[src/rtl/riscv_tag_check_unit_pkg.sv]
// Shared definitions for the tag check stage.
// Contents:
//   TAG_CAUSE_*      2-bit security exception cause codes, in priority order
//   TCR_*            bit positions of the Tag Check Register enables
//   tag_chk_state_e  exception handshake FSM states
//   tag_cause_encode priority encoder from per-check hit vector to cause code
package riscv_tag_check_unit_pkg;

    localparam logic [1:0] TAG_CAUSE_EXEC   = 2'd0;
    localparam logic [1:0] TAG_CAUSE_JUMP   = 2'd1;
    localparam logic [1:0] TAG_CAUSE_BRANCH = 2'd2;
    localparam logic [1:0] TAG_CAUSE_MEM    = 2'd3;

    localparam int TCR_EXEC   = 0;
    localparam int TCR_JUMP   = 1;
    localparam int TCR_BRANCH = 2;
    localparam int TCR_MEM    = 3;

    typedef enum logic [0:0] {
        TCHK_IDLE    = 1'b0,
        TCHK_PENDING = 1'b1
    } tag_chk_state_e;

    // Lowest hit index wins: exec > jump > branch > mem.
    function automatic logic [1:0] tag_cause_encode(input logic [3:0] hits);
        logic [1:0] cause;
        if (hits[TCR_EXEC]) begin
            cause = TAG_CAUSE_EXEC;
        end else if (hits[TCR_JUMP]) begin
            cause = TAG_CAUSE_JUMP;
        end else if (hits[TCR_BRANCH]) begin
            cause = TAG_CAUSE_BRANCH;
        end else begin
            cause = TAG_CAUSE_MEM;
        end
        return cause;
    endfunction

endpackage

[src/rtl/riscv_tag_check_unit_counter.sv]
// Saturating violation counter with synchronous clear.
// Ports:
//   clk, rst_n  clock, synchronous active-low reset
//   inc         count one violation this cycle
//   clear       zero the counter (wins over inc)
//   count       current count, sticks at all-ones
module riscv_tag_viol_counter #(
    parameter int CNT_W = 16
) (
    input  logic             clk,
    input  logic             rst_n,
    input  logic             inc,
    input  logic             clear,
    output logic [CNT_W-1:0] count
);

    localparam logic [CNT_W-1:0] CNT_MAX = {CNT_W{1'b1}};
    localparam logic [CNT_W-1:0] CNT_ONE = {{(CNT_W-1){1'b0}}, 1'b1};

    logic [CNT_W-1:0] count_r;

    // Counter register: clear beats increment, increment stops at max.
    always_ff @(posedge clk) begin
        if (!rst_n) begin
            count_r <= {CNT_W{1'b0}};
        end else if (clear) begin
            count_r <= {CNT_W{1'b0}};
        end else if (inc && (count_r != CNT_MAX)) begin
            count_r <= count_r + CNT_ONE;
        end else begin
            count_r <= count_r;
        end
    end

    assign count = count_r;

endmodule

[src/rtl/riscv_tag_check_unit.sv]
// EX->WB tag stage: registers tag write-back, tracks the PC tag and checks
// each retiring instruction against the TCR policy. A violation squashes the
// tag write, raises a held exception request and stalls until acknowledged.
// Ports:
//   inputs : clk, rst_n, ex_valid_i, tag_result_i, rf_enable_tag_i,
//            pc_enable_tag_i, rf_we_ex_i, rf_waddr_ex_i, is_jump_i,
//            is_branch_i, is_mem_i, addr_tag_i, instr_tag_i, ex_pc_i, tcr_i,
//            exc_ack_i, cnt_clear_i
//   outputs: rf_tag_we_o, rf_tag_waddr_o, rf_tag_wdata_o, pc_tag_o,
//            exc_req_o, exc_cause_o, exc_pc_o, stall_o, viol_cnt_o
module riscv_tag_check_unit
    import riscv_tag_check_unit_pkg::*;
#(
    parameter int REG_ADDR_W = 6,
    parameter int CNT_W      = 16
) (
    input  logic                  clk,
    input  logic                  rst_n,
    input  logic                  ex_valid_i,
    input  logic                  tag_result_i,
    input  logic                  rf_enable_tag_i,
    input  logic                  pc_enable_tag_i,
    input  logic                  rf_we_ex_i,
    input  logic [REG_ADDR_W-1:0] rf_waddr_ex_i,
    input  logic                  is_jump_i,
    input  logic                  is_branch_i,
    input  logic                  is_mem_i,
    input  logic                  addr_tag_i,
    input  logic                  instr_tag_i,
    input  logic [31:0]           ex_pc_i,
    input  logic [3:0]            tcr_i,
    input  logic                  exc_ack_i,
    input  logic                  cnt_clear_i,
    output logic                  rf_tag_we_o,
    output logic [REG_ADDR_W-1:0] rf_tag_waddr_o,
    output logic                  rf_tag_wdata_o,
    output logic                  pc_tag_o,
    output logic                  exc_req_o,
    output logic [1:0]            exc_cause_o,
    output logic [31:0]           exc_pc_o,
    output logic                  stall_o,
    output logic [CNT_W-1:0]      viol_cnt_o
);

    tag_chk_state_e        state_r, state_next_s;
    logic [3:0]            hits_s;
    logic                  check_en_s;
    logic                  viol_s;
    logic                  wb_en_s;
    logic                  pc_upd_s;
    logic [1:0]            cause_s;

    logic                  rf_tag_we_r;
    logic [REG_ADDR_W-1:0] rf_tag_waddr_r;
    logic                  rf_tag_wdata_r;
    logic                  pc_tag_r;
    logic [1:0]            exc_cause_r;
    logic [31:0]           exc_pc_r;

    // Policy check and derived enables. Instructions retiring while a request
    // is pending are not checked at all, so the first violation is kept.
    always_comb begin
        hits_s             = 4'b0000;
        hits_s[TCR_EXEC]   = instr_tag_i & tcr_i[TCR_EXEC];
        hits_s[TCR_JUMP]   = is_jump_i & pc_enable_tag_i & tag_result_i & tcr_i[TCR_JUMP];
        hits_s[TCR_BRANCH] = is_branch_i & tag_result_i & tcr_i[TCR_BRANCH];
        hits_s[TCR_MEM]    = is_mem_i & addr_tag_i & tcr_i[TCR_MEM];
        check_en_s         = ex_valid_i & (state_r == TCHK_IDLE);
        viol_s             = check_en_s & (|hits_s);
        cause_s            = tag_cause_encode(hits_s);
        wb_en_s            = check_en_s & rf_we_ex_i & rf_enable_tag_i & ~viol_s;
        pc_upd_s           = check_en_s & is_jump_i & pc_enable_tag_i & ~viol_s;
    end

    // Exception handshake next-state logic.
    always_comb begin
        state_next_s = state_r;
        case (state_r)
            TCHK_IDLE: begin
                if (viol_s) begin
                    state_next_s = TCHK_PENDING;
                end else begin
                    state_next_s = TCHK_IDLE;
                end
            end
            TCHK_PENDING: begin
                if (exc_ack_i) begin
                    state_next_s = TCHK_IDLE;
                end else begin
                    state_next_s = TCHK_PENDING;
                end
            end
            default: begin
                state_next_s = TCHK_IDLE;
            end
        endcase
    end

    // FSM state register.
    always_ff @(posedge clk) begin
        if (!rst_n) begin
            state_r <= TCHK_IDLE;
        end else begin
            state_r <= state_next_s;
        end
    end

    // Tag write-back stage; address/data only move on an actual write.
    always_ff @(posedge clk) begin
        if (!rst_n) begin
            rf_tag_we_r    <= 1'b0;
            rf_tag_waddr_r <= {REG_ADDR_W{1'b0}};
            rf_tag_wdata_r <= 1'b0;
        end else if (wb_en_s) begin
            rf_tag_we_r    <= 1'b1;
            rf_tag_waddr_r <= rf_waddr_ex_i;
            rf_tag_wdata_r <= tag_result_i;
        end else begin
            rf_tag_we_r    <= 1'b0;
            rf_tag_waddr_r <= rf_tag_waddr_r;
            rf_tag_wdata_r <= rf_tag_wdata_r;
        end
    end

    // PC tag follows taken jumps that pass the check.
    always_ff @(posedge clk) begin
        if (!rst_n) begin
            pc_tag_r <= 1'b0;
        end else if (pc_upd_s) begin
            pc_tag_r <= tag_result_i;
        end else begin
            pc_tag_r <= pc_tag_r;
        end
    end

    // Cause and PC captured on the violating instruction, held until the next one.
    always_ff @(posedge clk) begin
        if (!rst_n) begin
            exc_cause_r <= TAG_CAUSE_EXEC;
            exc_pc_r    <= 32'h0000_0000;
        end else if (viol_s) begin
            exc_cause_r <= cause_s;
            exc_pc_r    <= ex_pc_i;
        end else begin
            exc_cause_r <= exc_cause_r;
            exc_pc_r    <= exc_pc_r;
        end
    end

    riscv_tag_viol_counter #(
        .CNT_W (CNT_W)
    ) u_viol_counter (
        .clk   (clk),
        .rst_n (rst_n),
        .inc   (viol_s),
        .clear (cnt_clear_i),
        .count (viol_cnt_o)
    );

    assign rf_tag_we_o    = rf_tag_we_r;
    assign rf_tag_waddr_o = rf_tag_waddr_r;
    assign rf_tag_wdata_o = rf_tag_wdata_r;
    assign pc_tag_o       = pc_tag_r;
    assign exc_req_o      = (state_r == TCHK_PENDING);
    assign stall_o        = (state_r == TCHK_PENDING);
    assign exc_cause_o    = exc_cause_r;
    assign exc_pc_o       = exc_pc_r;

endmodule

[config.mk]
export PLATFORM = sky130hd
export DESIGN_NAME = riscv_tag_check_unit
export DESIGN_NICKNAME = d
export VERILOG_FILES = /design/src/rtl/riscv_tag_check_unit_pkg.sv /design/src/rtl/riscv_tag_check_unit_counter.sv /design/src/rtl/riscv_tag_check_unit.sv
export SDC_FILE = /design/constraint.sdc
export NUM_CORES = 1
export LEC_CHECK = 0
export ABC_CLOCK_PERIOD_IN_PS = 3700
export BUFFER_PORTS_ARGS = -buffer_cell sky130_fd_sc_hd__buf_2
export CAP_MARGIN = 20
export CORE_AREA = 2 2 75 77
export CTS_CLUSTER_SIZE = 12
export DETAILED_ROUTE_END_ITERATION = 7
export DIE_AREA = 0 0 77 79
export GPL_ROUTABILITY_DRIVEN = 0
export GPL_TIMING_DRIVEN = 0
export MAX_ROUTING_LAYER = met4
export PLACE_DENSITY = 0.88
export RECOVER_POWER = 25
export REMOVE_ABC_BUFFERS = 1
export SLEW_MARGIN = 10
export SYNTH_ARGS = -nofsm -noshare
export SYNTH_HDL_FRONTEND = slang
export SYNTH_SLANG_ARGS = --single-unit
[constraint.sdc]
create_clock -name clk -period 3.7 [get_ports clk]
set_input_delay 0.74 -clock clk [delete_from_list [all_inputs] [get_ports clk]]
set_output_delay 0.74 -clock clk [all_outputs]
set_load 0.03 [all_outputs]
==> summary.log <==
[floorplan] die span in y 79 um
[clock_tree] maximum clock insertion buffer count 2
[synth] post-synthesis mux area share 0%
[global_route] wire length of the first global-routing pass 10200 um
[synth] share of synthesized flip-flops with an asynchronous set or reset 0%
[synth] Post-synth EDFFs 0
[floorplan] Site Rows 27
[clock_tree] root buffer selected by CTS sky130_fd_sc_hd__clkbuf_8
[clock_tree] post-CTS resize count 0
[routing] TritonRoute pass-1 iters 4
[power_and_ir_drop] PnR Total Power 1530 uW
[clock_tree] number of CTS-inserted buffers 9
[place] Post-Place Worst Slack 1150 ps
[finish] Area Overhead vs Synth 34.4%
[power_and_ir_drop] sequential share of power 44.7%
[floorplan] area of the die 6080 um2
[sta] Pins Over Slew Limit 0
[global_route] number of global-route vias before repair 2463
[clock_tree] CTS sink count 60
[setup_path] peak fanout along the critical path 39
[place] detailed placement HPWL 4460 um
[global_route] number of antenna violations at the first check in global routing 0
[routing] Wirelength per Cell 12.5 um
[global_route] met3 track demand over resource in global routing 4.66%
[synth] distinct cell type count after synthesis 34
[setup_path] stage delay of the slowest cell on the critical path 520 ps
[finish] # diodes 0
[clock_tree] clock tree from TritonCTS built
[finish] cell area after layout 3410 um2
[sta] slew at the pin closest to its max-slew limit 764 ps
[synth] sequential cell area fraction in the yosys report 47.3%
[sta] unrepaired setup endpoints after global routing no
[floorplan] core area 5340 um2
[synth] Area contributors post-synth sky130_fd_sc_hd__dfxtp_1 47%, sky130_fd_sc_hd__nand2_1 13%, sky130_fd_sc_hd__a21boi_0 10%, sky130_fd_sc_hd__o21ai_0 3.2%, sky130_fd_sc_hd__nand3_1 3.0%
[synth] synthesized-area fraction occupied by ao, oa, aoi and oai cells 20.9%
[synth] post-synth top area share 47.3%
[power_and_ir_drop] internal power consumption 1120 uW
[sta] Highest Clock Rate 0.450 GHz
[routing] Post-Route WL 6220 um
[sta] Clock Skews 10.5 ps
[clock_tree] maximum level of the CTS H-tree 3
[setup_path] kind of critical path input port to register
[finish] proportion of layout cells with a drive suffix above 1 26.8%
[synth] number of synthesized register bits 60
[sta] share of the clock period used by the worst path 60.0%
[floorplan] chip width 77 um
[run] Max Cap Viol 0
[place] I/O Buffers 116
[routing] post-route DRC violation count 0
[power_and_ir_drop] Net Sw Frac 26.7%
[global_route] total grt overflow 0
[synth] Post-Synthesis Cells 309
[clock_tree] CTS clk-pin slew, worst paths 70 ps
[global_route] pin count of the biggest net entering global routing 54
[global_route] GR Util All Layers 21.1%
[sta] Final Hold Vio Count 0
[routing] number of DRC markers after the initial detailed-route iteration 72
[routing] Antenna Nets Post-Route 0
[sta] Post-Route Setup TNS 0 ps
[clock_tree] post-CTS setup buffer count 0
[synth] dominant combinational cell family by area after synthesis simple AND/OR/NAND/NOR gates
[power_and_ir_drop] net switching power 407 uW
[routing] total via count in the routed design 2593
[floorplan] top-level I/O count 117
[synth] simple-gate area share of the yosys netlist 27.7%
[synth] Post-Syn Area per Cell 8.21 um2
[sta] final setup margin 1480 ps
[synth] post-synthesis xor/xnor area fraction 0%
[sta] Final setup violation count 0
[global_route] met2 demand-to-capacity share in global routing 35.5%
[finish] commonest non-fill, non-tap cell in the layout sky130_fd_sc_hd__nand2_1
[synth] combined area of all synthesized cells 2540 um2
[clock_tree] insertion delay of the later-clocked pin in the worst-skew pair 330 ps
[setup_path] Slowest-stage cell, CP sky130_fd_sc_hd__or4_1
[place] dpl cell area 3210 um2
[worst_hold_path] type of the tightest min-delay check register to register
[floorplan] starting density of the core 47.5%
[global_route] met1 layer usage reported by global route 23.7%
[clock_tree] cts-stage hold buffer count 0
[finish] final net count 477
[setup_path] CP cell instances buf_2 -> nand3_1 -> nand2_1 -> o21ai_4 -> buf_16 -> or4_1 -> a21oi_1
[setup_path] data arrival at the endpoint of the critical path 2460 ps
[finish] commonest non-fill, non-tap cells in the layout 88 x sky130_fd_sc_hd__nand2_1, 87 x sky130_fd_sc_hd__buf_2, 60 x sky130_fd_sc_hd__dfxtp_1
[power_and_ir_drop] Combinational Power Share 12.4%
[synth] Adder-Cell Fraction of Synth Area 0.493%
[power_and_ir_drop] VDD IR max 0.440 mV
[sta] Rel. slew slack 49.0%
[synth] Yosys top cell by area sky130_fd_sc_hd__dfxtp_1
[power_and_ir_drop] areal power density over the cells 448 nW/um2
[synth] most frequently used flop master after synthesis sky130_fd_sc_hd__dfxtp_1
[power_and_ir_drop] static leakage 0.00134 uW
[run_status] outcome finished clean
[setup_path] worst path required time 3940 ps
[setup_path] capturing element type of the critical path register
[sta] final critical-path required period 2220 ps
[power_and_ir_drop] fraction of power consumed by the clock network 42.9%
[synth] Synth warnings 0
[routing] via density per instance 5.22
[setup_path] sort of element at the start of the critical path input port
[global_route] Most Used Layer, Global Route met2
==> final cells by class <==
cell class	instances	area, um2
flip-flops and latches	60	1200
inverters	2	7.51
fillers	483	1930
clock inverters	7	100
multi-input cells	227	1270
repair buffers	120	614
well taps	72	90.1
clock buffers	9	124
==> state kept, by name, indices dropped and copies added (netlist names) <==
| register | flops |
|---|---|
| u_viol_counter.count | 16 |
| pc_tag_o | 1 |
| rf_tag_wdata_o | 1 |
| rf_tag_waddr_o | 6 |
| exc_cause_o | 2 |
| exc_req_o | 1 |
| exc_pc_o | 32 |
| rf_tag_we_o | 1 |
==> per-stage QoR <==
step | instances | utilization [%] | hold slack [ps]
finish | 497 | 63.9 | 462
global route | 497 | 63.9 | 488
CTS | 496 | 64.4 | 465
detailed placement | 480 | 60.2 | 452
global placement | 477 | 58.6 | 442
floorplan | 289 | - | 577
==> synthesized netlist by cell type, drive strengths merged (5+ instances only) <==
master	instances
a21boi	34
a21oi	14
buf	8
clkbuf	12
dfxtp	60
nand2	88
nand3	15
nand4	6
nor4	5
o21ai	17
o31ai	6
or3	9
or4	7
==> worst max-delay path, delay by kind of cell <==
kind	cells	cell delay, ps
and+or+nand+nor	3	950
AOI/OAI and AO/OA	2	390
buffers and inverters	2	360
==> metal layers <==
layer | vias up | wire [um]
li1 | 1309 | -
met1 | 1190 | 2710
met2 | 84 | 3110
met3 | 10 | 304
met4 | 0 | 98
met5 | - | 0
==> kinds of logic (layout without fill, tap and decap cells) <==
kind of cell | after synthesis | count (layout)
buffers and inverters | 22 | 138
AND/OR/NAND/NOR | 146 | 146
flip-flops | 60 | 60
AO/OA/AOI/OAI | 80 | 80
adder cells (fa/ha/maj) | 1 | 1
==> worst paths after layout <==
kind	startpoint	endpoint	slack (ps)	cells past startpoint
worst max-delay path	tag_result_i	u_viol_counter.count[6]	1480	7
worst min-delay path	rf_tag_waddr_o[5]	rf_tag_waddr_o[5]	460	2
worst max register to register	exc_req_o	u_viol_counter.count[6]	1750	5
worst min register to register	rf_tag_waddr_o[5]	rf_tag_waddr_o[5]	460	2
==> power groups by stage <==
stage,Combinational (uW),Clock (uW),Sequential (uW)
CTS,195,672,682
detailed placement,195,0,696
floorplan,54.2,0,745
global placement,177,0,695
finish,189,655,682
global route,208,699,685
(Power assumes the default switching activity.)
